[src/rtl/neg_accumulate.sv]
// neg_accumulate
//   Streaming signed add/subtract accumulator. Each accepted beat is extended
//   to accumulator width, optionally negated, and added into a saturating
//   accumulator. After an effective frame length of beats, the frame total is
//   registered onto a valid/ready output. It is held there until consumed.
//
// Ports
//   clk        rising-edge clock
//   rst        asynchronous active-high reset
//   clear      synchronous abort of the current frame and any pending result
//   len        beats per frame, sampled on the first beat of a frame (0 -> 1)
//   in_data    input sample (BW_IN bits, signedness set by IN_SIGNED)
//   in_sub     1 = subtract this sample, 0 = add it
//   in_valid   input beat valid
//   in_ready   registered; stage can accept a beat
//   out_data   signed frame total (BW_ACC bits)
//   out_sat    saturation happened at least once during the frame
//   out_valid  frame total valid
//   out_ready  downstream accepts the frame total
module neg_accumulate #(
  parameter int BW_IN     = 16,
  parameter int BW_ACC    = 32,
  parameter int LEN_BW    = 8,
  parameter int IN_SIGNED = 1
) (
  input  logic              clk,
  input  logic              rst,
  input  logic              clear,
  input  logic [LEN_BW-1:0] len,
  input  logic [BW_IN-1:0]  in_data,
  input  logic              in_sub,
  input  logic              in_valid,
  output logic              in_ready,
  output logic [BW_ACC-1:0] out_data,
  output logic              out_sat,
  output logic              out_valid,
  input  logic              out_ready
);

  localparam int PAD_W = BW_ACC - BW_IN;
  localparam logic signed [BW_ACC-1:0] ACC_MAX = {1'b0, {(BW_ACC-1){1'b1}}};
  localparam logic signed [BW_ACC-1:0] ACC_MIN = {1'b1, {(BW_ACC-1){1'b0}}};
  localparam logic [LEN_BW-1:0] LEN_ONE = {{(LEN_BW-1){1'b0}}, 1'b1};
  localparam logic [LEN_BW:0]   CNT_ONE = {{LEN_BW{1'b0}}, 1'b1};

  typedef enum logic {ST_ACC, ST_OUT} state_t;

  // The wide sum overflows the accumulator range exactly when its two top
  // bits disagree.
  function automatic logic sat_ovf(input logic signed [BW_ACC:0] s);
    return s[BW_ACC] ^ s[BW_ACC-1];
  endfunction

  function automatic logic signed [BW_ACC-1:0] sat_clip(input logic signed [BW_ACC:0] s);
    if (sat_ovf(s)) return s[BW_ACC] ? ACC_MIN : ACC_MAX;
    return s[BW_ACC-1:0];
  endfunction

  state_t                    state, state_n;
  logic signed [BW_ACC-1:0]  acc, acc_n;
  logic [LEN_BW:0]           cnt, cnt_n;
  logic                      sat_q, sat_n;
  logic [LEN_BW-1:0]         len_q, len_q_n;
  logic                      in_ready_n;
  logic                      out_valid_n;
  logic [BW_ACC-1:0]         out_data_n;
  logic                      out_sat_n;

  logic                      accept;
  logic                      first_beat;
  logic signed [BW_ACC-1:0]  ext_p0;
  logic signed [BW_ACC-1:0]  term_p0;
  logic signed [BW_ACC-1:0]  base_p0;
  logic signed [BW_ACC:0]    sum_p0;
  logic signed [BW_ACC-1:0]  res_p0;
  logic                      hit_p0;
  logic                      sat_acc_p0;
  logic [LEN_BW-1:0]         len_eff_in;
  logic [LEN_BW:0]           eff_len;
  logic [LEN_BW:0]           cnt_inc;

  assign accept     = in_valid && in_ready;
  assign first_beat = (cnt == '0);

  // Stage p0: extend, negate, accumulate and saturate the incoming beat
  always_comb begin
    ext_p0     = (IN_SIGNED != 0) ? {{PAD_W{in_data[BW_IN-1]}}, in_data}
                                  : {{PAD_W{1'b0}}, in_data};
    term_p0    = in_sub ? -ext_p0 : ext_p0;
    base_p0    = first_beat ? '0 : acc;
    sum_p0     = {base_p0[BW_ACC-1], base_p0} + {term_p0[BW_ACC-1], term_p0};
    hit_p0     = sat_ovf(sum_p0);
    res_p0     = sat_clip(sum_p0);
    sat_acc_p0 = (first_beat ? 1'b0 : sat_q) | hit_p0;
    len_eff_in = (len == '0) ? LEN_ONE : len;
    // The first beat compares against the length being sampled right now.
    eff_len    = first_beat ? {1'b0, len_eff_in} : {1'b0, len_q};
    cnt_inc    = cnt + CNT_ONE;
  end

  always_comb begin
    state_n     = state;
    acc_n       = acc;
    cnt_n       = cnt;
    sat_n       = sat_q;
    len_q_n     = len_q;
    in_ready_n  = in_ready;
    out_valid_n = out_valid;
    out_data_n  = out_data;
    out_sat_n   = out_sat;
    if (clear) begin
      state_n     = ST_ACC;
      acc_n       = '0;
      cnt_n       = '0;
      sat_n       = 1'b0;
      in_ready_n  = 1'b1;
      out_valid_n = 1'b0;
      out_data_n  = '0;
      out_sat_n   = 1'b0;
    end else begin
      case (state)
        ST_ACC: begin
          // in_ready comes up on the first edge after reset is released.
          in_ready_n = 1'b1;
          if (accept) begin
            if (first_beat) len_q_n = len_eff_in;
            if (cnt_inc == eff_len) begin
              state_n     = ST_OUT;
              in_ready_n  = 1'b0;
              out_valid_n = 1'b1;
              out_data_n  = res_p0;
              out_sat_n   = sat_acc_p0;
              acc_n       = '0;
              cnt_n       = '0;
              sat_n       = 1'b0;
            end else begin
              acc_n = res_p0;
              cnt_n = cnt_inc;
              sat_n = sat_acc_p0;
            end
          end
        end
        ST_OUT: begin
          if (out_ready) begin
            state_n     = ST_ACC;
            in_ready_n  = 1'b1;
            out_valid_n = 1'b0;
            acc_n       = '0;
            cnt_n       = '0;
            sat_n       = 1'b0;
          end
        end
        default: begin
          state_n     = ST_ACC;
          in_ready_n  = 1'b0;
          out_valid_n = 1'b0;
        end
      endcase
    end
  end

  // Stage p1: frame state and registered output
  always_ff @(posedge clk or posedge rst) begin
    if (rst) begin
      state     <= ST_ACC;
      acc       <= '0;
      cnt       <= '0;
      sat_q     <= 1'b0;
      len_q     <= '0;
      in_ready  <= 1'b0;
      out_valid <= 1'b0;
      out_data  <= '0;
      out_sat   <= 1'b0;
    end else begin
      state     <= state_n;
      acc       <= acc_n;
      cnt       <= cnt_n;
      sat_q     <= sat_n;
      len_q     <= len_q_n;
      in_ready  <= in_ready_n;
      out_valid <= out_valid_n;
      out_data  <= out_data_n;
      out_sat   <= out_sat_n;
    end
  end

endmodule

[config.mk]
export PLATFORM = sky130hd
export DESIGN_NAME = neg_accumulate
export DESIGN_NICKNAME = d
export VERILOG_FILES = /design/src/rtl/neg_accumulate.sv
export SDC_FILE = /design/constraint.sdc
export NUM_CORES = 1
export LEC_CHECK = 0
export BUFFER_PORTS_ARGS = -buffer_cell sky130_fd_sc_hd__clkbuf_2
export CAP_MARGIN = 20
export CORE_ASPECT_RATIO = 0.7
export CORE_MARGIN = 4
export CORE_UTILIZATION = 61
export CTS_CLUSTER_SIZE = 12
export DETAILED_ROUTE_END_ITERATION = 6
export PLACE_DENSITY = 0.86
export SYNTH_ARGS = -nofsm -noshare
export SYNTH_HDL_FRONTEND = slang
export SYNTH_SLANG_ARGS = --single-unit
export TNS_END_PERCENT = 5
[constraint.sdc]
create_clock -name clk -period 7.5 [get_ports clk]
set_input_delay 0.75 -clock clk [delete_from_list [all_inputs] [get_ports clk]]
set_output_delay 0.75 -clock clk [all_outputs]
set_load 0.02 [all_outputs]
==> flow_metrics.py, run 1 <==
metrics = {
    "synth": {
        "synth_commonest_cells": "dfrtp_1, nand2_1, o21ai_0",
        "yosysWarnings": 0,
        "synth_top_area_cell": "dfrtp_1",
        "ys_seq_area_frac": 0.3415,
        "yosysMostFrequentCell": "dfrtp_1",
        "ys_ff_latch": 86,
        "netlist_instances": 686,
        "syn_avg_cell_area_sq_um": 9.187,
        "syn_nets": 753,
        "yosys.area.top_type_share": 0.3415,
        "synth_area_leaders": "dfrtp_1, ha_1, a22o_1",
        "ys.flop_type": "dfrtp_1",
        "async_reset_ff_frac": 1.000,
        "synth_cell_types": 71,
        "netlist_area_sq_um": 6302,
        "synth-edff-count": 0,
    },
    "power": {
        "powerDensity_nw_per_um2": 211.0,
        "comb_power_share": 0.325,
        "swShare": 0.3508,
        "p_leak_nw": 3.250,
        "power_switching_mw": 0.5194,
        "pwr-share-clk": 0.312,
        "p_int_mw": 0.9611,
        "vdd_drop_max_uv": 135.1,
        "power.share.sequential": 0.363,
    },
    "flow_run": {
        "maxCapViolCount": 0,
    },
    "final_layout": {
        "nets": 803,
        "instances_no_fill": 869,
        "antenna_cells": 0,
        "final_core_util": 0.7108,
        "drive_gt1_frac": 0.1673,
        "syn_to_final_growth_pct": 11.34,
    },
    "worst_setup_path": {
        "crit_slowest_cell": "nand2_2",
        "r2r_slack_ns": 2.19,
        "crit_path_cell_trace": "inv_1 -> ha_1 -> nor4b_4 -> nand2_2 -> and2_1 -> ha_1 -> fa_1 -> a211oi_1 -> o211ai_1 -> a21oi_2 -> a311oi_2 -> a41oi_2 -> nor3b_2 -> a211oi_2 -> buf_4 -> a22o_1",
        "arrival_ns": 5.59,
        "crit_path_frequent_cell": "ha_1",
        "max_stage_delay_ns": 0.54,
        "critPathBufInv": 2,
        "cp-start-kind": "flop",
        "cp-end-kind": "flop",
        "cpLargestDelayFamily": "compound AO/OA/AOI/OAI gates",
        "crit_required_ns": 7.79,
        "worstPathMaxFanout": 41,
        "worst-setup-path-type": "flop to flop",
    },
    "sta": {
        "tns_ns": 0,
        "worst_slack_ns": 2.191,
        "finalSetupViolCount": 0,
        "relSlewSlack": 0.2133,
        "tightest_slew_ns": 1.165,
        "fin_worst_skew_ns": 0.008234,
        "grt_setup_unrepaired": "false",
        "maxSlewViolCount": 0,
        "max_freq_mhz": 188.4,
        "fin_crit_sh": 0.7078,
        "min_period_ns": 5.309,
        "final_hold_viol_count": 0,
    },
    "floorplan": {
        "initial_core_util": 0.6384,
        "core-area_sq_um": 9872,
        "num_rows": 30,
        "die_h_um": 93.04,
        "pin_count": 65,
        "dieArea_sq_um": 12050,
        "chipWidth_um": 129.5,
    },
    "global_routing": {
        "grt_pass1_vias": 5492,
        "gr-total-overflow": 0,
        "met1_usage": 0.4314,
        "use_met2": 0.4444,
        "antenna_found_initial": 0,
        "grt_use_total": 0.2918,
        "globalRouteMet3Util": 0.04852,
        "grt_max_degree": 87,
        "grt_busiest_layer": "met2",
        "grt_pass1_wl_um": 28360,
    },
    "place": {
        "place_inst": 852,
        "place_congestion": 0.9747,
        "dp_hpwl_um": 12030,
        "pre_cts_ws_ns": 2.240,
        "portBuffers": 64,
    },
    "drt": {
        "drc_errors": 0,
        "via_per_inst": 6.524,
        "avgRoutedWirePerCell_um": 19.45,
        "ant_nets": 0,
        "via_count": 5669,
        "drt_iter0_drc": 517,
        "drtPass1Iterations": 6,
        "routed_wl_um": 16910,
    },
    "clocking": {
        "cts_max_level": 3,
        "clock_sinks": 86,
        "clk_pin_slew_ns": 0.06,
        "cts_buffers": 9,
        "cts_setup_buffers": 0,
        "max-clock-path-buffers": 2,
        "cts_tree": "done",
        "clk_latency_ns": 0.35,
        "post_cts_resized": 0,
        "hold_buffers": 0,
        "clk_root_buffer_cell": "clkbuf_16",
    },
    "run_status": {
        "status": "completed",
    },
    "worst_hold_path": {
        "hold_class": "primary input to async pin",
    },
}
layer usage:
| metal | routed length [um] | vias to the layer above |
|---|---|---|
| met5 | 0 | - |
| met4 | 278 | 0 |
| met3 | 1259 | 34 |
| met2 | 7632 | 260 |
| met1 | 7736 | 2766 |
| li1 | - | 2609 |
layout by cell type, fill, tap and decap left out, types with 10 or more instances in the layout:
cell type  instances
a21o_1            13
a21oi_1           43
a22o_1            41
and2_1            36
clkbuf_2          64
dfrtp_1           86
ha_1              36
inv_1             18
nand2_1           62
nand2b_1          23
nand3_1           10
nand4_1           11
nor2_1            23
nor3_1            10
o21ai_0           47
o21ai_1           10
o2bb2ai_1         11
xnor2_1           40
xor2_1            16
kinds of logic after synthesis:
| logic type | Yosys count | synth area share |
|---|---|---|
| compound gates | 228 | 0.2551 |
| xor+xnor | 56 | 0.07782 |
| fa+ha+maj | 37 | 0.07465 |
| buf+inv | 54 | 0.03911 |
| flops | 86 | 0.3415 |
| mux | 18 | 0.03038 |
| simple gates | 207 | 0.1815 |
area by class of cell:
cell class	instances	area (sq um)
repair buffers	74	415.4
fillers	776	2855
clock inverters	5	57.56
well taps	128	160.2
clock buffers	11	242.7
flip-flops and latches	86	2152
inverters	19	72.57
multi-input cells	546	3916
worst reg2reg max path, delay by kind of cell, from the launching register on:
| family | cells | cell delay (ns) |
|---|---|---|
| AOI/OAI and AO/OA | 7 | 2.19 |
| buffers and inverters | 2 | 0.47 |
| adders and majority gates | 3 | 0.84 |
| and+or+nand+nor | 4 | 1.33 |
| DFF | 1 | 0.43 |
path summary, 6_finish.rpt:
check	startpoint	end	depth (start not counted)
min in group clk	out_data[18]$_DFFE_PP0P_	out_data[18]$_DFFE_PP0P_	1
min	rst	out_data[18]$_DFFE_PP0P_	3
max reg2reg	cnt[0]$_DFFE_PP0P_	acc[11]$_DFFE_PP0P_	16
max in group asynchronous	rst	acc[9]$_DFFE_PP0P_	4
min reg2reg	out_data[18]$_DFFE_PP0P_	out_data[18]$_DFFE_PP0P_	1
max	cnt[0]$_DFFE_PP0P_	acc[11]$_DFFE_PP0P_	16
per-stage QoR:
stage               instance area, sq um  hold slack [ns]  total power, mW
finish                              7017           0.4230            1.480
global route                        7017           0.4613            1.552
CTS                                 6989           0.4888            1.473
detailed placement                  6689           0.4724            1.011
global placement                    6689           0.4581           0.9928
floorplan                           6302           0.4418           0.9053
flip-flops by register name, summed over array words and instances, names as in the netlist:
name       cells
state          1
len_q          8
out_sat        1
in_ready       1
out_valid      1
cnt            9
out_data      32
sat_q          1
acc           32
power groups by stage:
stage	sequential (mW)	clock, mW	combinational (mW)
finish	0.537	0.462	0.481
global placement	0.541	0	0.452
floorplan	0.534	0	0.371
CTS	0.536	0.465	0.472
global route	0.543	0.483	0.526
detailed placement	0.544	0	0.467
(Power assumes the default switching activity.)
==> run 2: changes to the inputs <==
--- a/config.mk
+++ b/config.mk
@@ -5,6 +5,7 @@
 export SDC_FILE = /design/constraint.sdc
 export NUM_CORES = 1
 export LEC_CHECK = 0
+export ABC_AREA = 1
 export BUFFER_PORTS_ARGS = -buffer_cell sky130_fd_sc_hd__clkbuf_2
 export CAP_MARGIN = 20
 export CORE_ASPECT_RATIO = 0.7
==> constraint.sdc (replaced) <==
create_clock -name clk -period 5.31 [get_ports clk]
set_input_delay 0.531 -clock clk [delete_from_list [all_inputs] [get_ports clk]]
set_output_delay 0.531 -clock clk [all_outputs]
set_load 0.02 [all_outputs]
==> run 2 against run 1 <==
Cell count rose by 51%. Worst hold slack got worse by 0.20 ns. First-iteration DRC count rose by 49%. Flip-flop and latch count did not move. Total power rose by 86%. Non-clock buffer count fell by 1. Via count rose by 29%. Die area rose by 11%. Global-route usage rose by 1.8 points. Design area rose by 11%. Critical path type unchanged. Sequential share of layout area fell by 3.0 points.
==> flow_metrics.py, run 2 <==
metrics = {
    "sta": {
        "tns_ns": 0,
        "final_hold_viol_count": 0,
        "tightest_slew_ns": 0.9607,
        "relSlewSlack": 0.3580,
        "grt_setup_unrepaired": "false",
        "finalSetupViolCount": 0,
        "maxSlewViolCount": 0,
        "worst_slack_ns": 0.8657,
        "fin_worst_skew_ns": 0.01097,
        "fin_crit_sh": 0.8370,
        "max_freq_mhz": 225.0,
        "min_period_ns": 4.444,
    },
    "floorplan": {
        "core-area_sq_um": 11130,
        "die_h_um": 97.80,
        "dieArea_sq_um": 13330,
        "initial_core_util": 0.6313,
        "chipWidth_um": 136.3,
        "pin_count": 65,
        "num_rows": 32,
    },
    "drt": {
        "routed_wl_um": 20350,
        "ant_nets": 0,
        "via_per_inst": 5.561,
        "drt_iter0_drc": 768,
        "drtPass1Iterations": 7,
        "avgRoutedWirePerCell_um": 15.52,
        "via_count": 7290,
        "drc_errors": 0,
    },
    "clocking": {
        "clk_root_buffer_cell": "clkbuf_16",
        "post_cts_resized": 0,
        "clk_latency_ns": 0.35,
        "clock_sinks": 86,
        "clk_pin_slew_ns": 0.06,
        "cts_max_level": 3,
        "hold_buffers": 0,
        "max-clock-path-buffers": 2,
        "cts_tree": "done",
        "cts_setup_buffers": 0,
        "cts_buffers": 9,
    },
    "synth": {
        "synth_cell_types": 38,
        "yosys.area.top_type_share": 0.3063,
        "netlist_area_sq_um": 7027,
        "syn_nets": 1168,
        "yosysMostFrequentCell": "nand2_1",
        "synth_top_area_cell": "dfrtp_1",
        "syn_avg_cell_area_sq_um": 6.382,
        "synth-edff-count": 0,
        "async_reset_ff_frac": 1.000,
        "synth_area_leaders": "dfrtp_1, nand2_1, nand3_1",
        "ys_seq_area_frac": 0.3063,
        "synth_commonest_cells": "nand2_1, nand3_1, inv_1",
        "yosysWarnings": 0,
        "netlist_instances": 1101,
        "ys.flop_type": "dfrtp_1",
        "ys_ff_latch": 86,
    },
    "worst_setup_path": {
        "cpLargestDelayFamily": "simple AND/OR/NAND/NOR gates",
        "crit_slowest_cell": "fa_1",
        "max_stage_delay_ns": 0.46,
        "arrival_ns": 4.72,
        "crit_path_start": "cnt[0]$_DFFE_PP0P_",
        "r2r.worst_path.cells": 25,
        "cp-start-kind": "flop",
        "crit_path_frequent_cell": "nand2_1",
        "critPathBufInv": 3,
        "worstPathMaxFanout": 29,
        "worst-setup-path-type": "flop to flop",
        "worstReg2RegStart": "cnt[0]$_DFFE_PP0P_",
        "cp_num_cells": 25,
        "cp-end-kind": "flop",
        "crit_required_ns": 5.59,
    },
    "place": {
        "place_inst": 1294,
        "dp_hpwl_um": 15980,
        "pre_cts_ws_ns": 0.7052,
        "place_congestion": 0.9549,
        "portBuffers": 64,
    },
    "final_layout": {
        "top_regs": "acc (32), out_data (32), cnt (9)",
        "nets": 1220,
        "drive_gt1_frac": 0.1028,
        "final_core_util": 0.6975,
        "instances_no_fill": 1311,
        "layout_commonest_cell": "nand2_1",
        "syn_to_final_growth_pct": 10.49,
        "multi_input_area_sq_um": 4212,
        "antenna_cells": 0,
        "register_area_sq_um": 2152,
        "num-fill-cells": 1029,
        "layout.cells.most_common_list": "nand2_1, nand3_1, inv_1",
    },
    "flow_run": {
        "maxCapViolCount": 0,
    },
    "global_routing": {
        "antenna_found_initial": 0,
        "grt_use_total": 0.3099,
        "grt_max_degree": 52,
        "grt_pass1_wl_um": 33190,
        "grt_pass1_vias": 6766,
        "gr-total-overflow": 0,
    },
    "power": {
        "p_leak_nw": 4.491,
        "powerDensity_nw_per_um2": 355.5,
        "vdd_drop_max_uv": 240.7,
    },
    "worst_hold_path": {
        "hold_class": "primary input to async pin",
    },
    "run_status": {
        "status": "completed",
    },
}
[run 2: path summary, 6_finish.rpt]
path | end | slack [ns]
hold reg to reg | acc[20]$_DFFE_PP0P_ | 0.48
setup reg to reg | out_data[2]$_DFFE_PP0P_ | 0.87
hold / removal | acc[2]$_DFFE_PP0P_ | 0.22
min in group clk | len_q[7]$_DFFE_PP0P_ | 0.45
max in group asynchronous | acc[23]$_DFFE_PP0P_ | 4.03
setup / recovery | out_data[2]$_DFFE_PP0P_ | 0.87
[run 2: kinds of logic (layout without fill, tap and decap cells)]
family | count (synthesis) | after routing | share of synthesized area
simple gates | 689 | 689 | 0.4142
xor+xnor | 35 | 35 | 0.04362
mux | 5 | 5 | 0.008012
fa+ha+maj | 37 | 37 | 0.06695
compound gates | 83 | 83 | 0.06606
flops | 86 | 86 | 0.3063
buf+inv | 166 | 223 | 0.09491
[run 2: area by class of cell]
type                    instances  area share
clock buffers                  13     0.03481
clock inverters                 3    0.003223
inverters                     134     0.06511
multi-input cells             849      0.5425
flip-flops and latches         86      0.2772
well taps                     153     0.02466
repair buffers                 73     0.05254
[run 2: where the power goes]
| group | switching, mW | total, mW | internal (mW) | leakage (nW) |
|---|---|---|---|---|
| clock network | 0.261 | 0.620 | 0.359 | 0.143 |
| logic | 0.891 | 1.31 | 0.417 | 3.19 |
| registers | 0.0659 | 0.832 | 0.766 | 1.16 |
| total | 1.22 | 2.76 | 1.54 | 4.49 |
[run 2: metrics by stage]
stage	total power, mW	hold slack [ns]	instance area [sq um]
after CTS	2.736	0.2488	7736
after global placement	2.083	0.4635	7441
after global routing	2.971	0.2687	7764
final	2.760	0.2237	7764
after detailed placement	2.114	0.4687	7441
after floorplan	1.800	0.4489	7027
[run 2: per-layer routing]
layer  vias up  share of wire  track usage
met1      3307           0.45       0.4657
met2       342           0.43       0.4644
met5         -              0            0
met3        43          0.099      0.06849
li1       3598              -            -
met4         0          0.017      0.05577
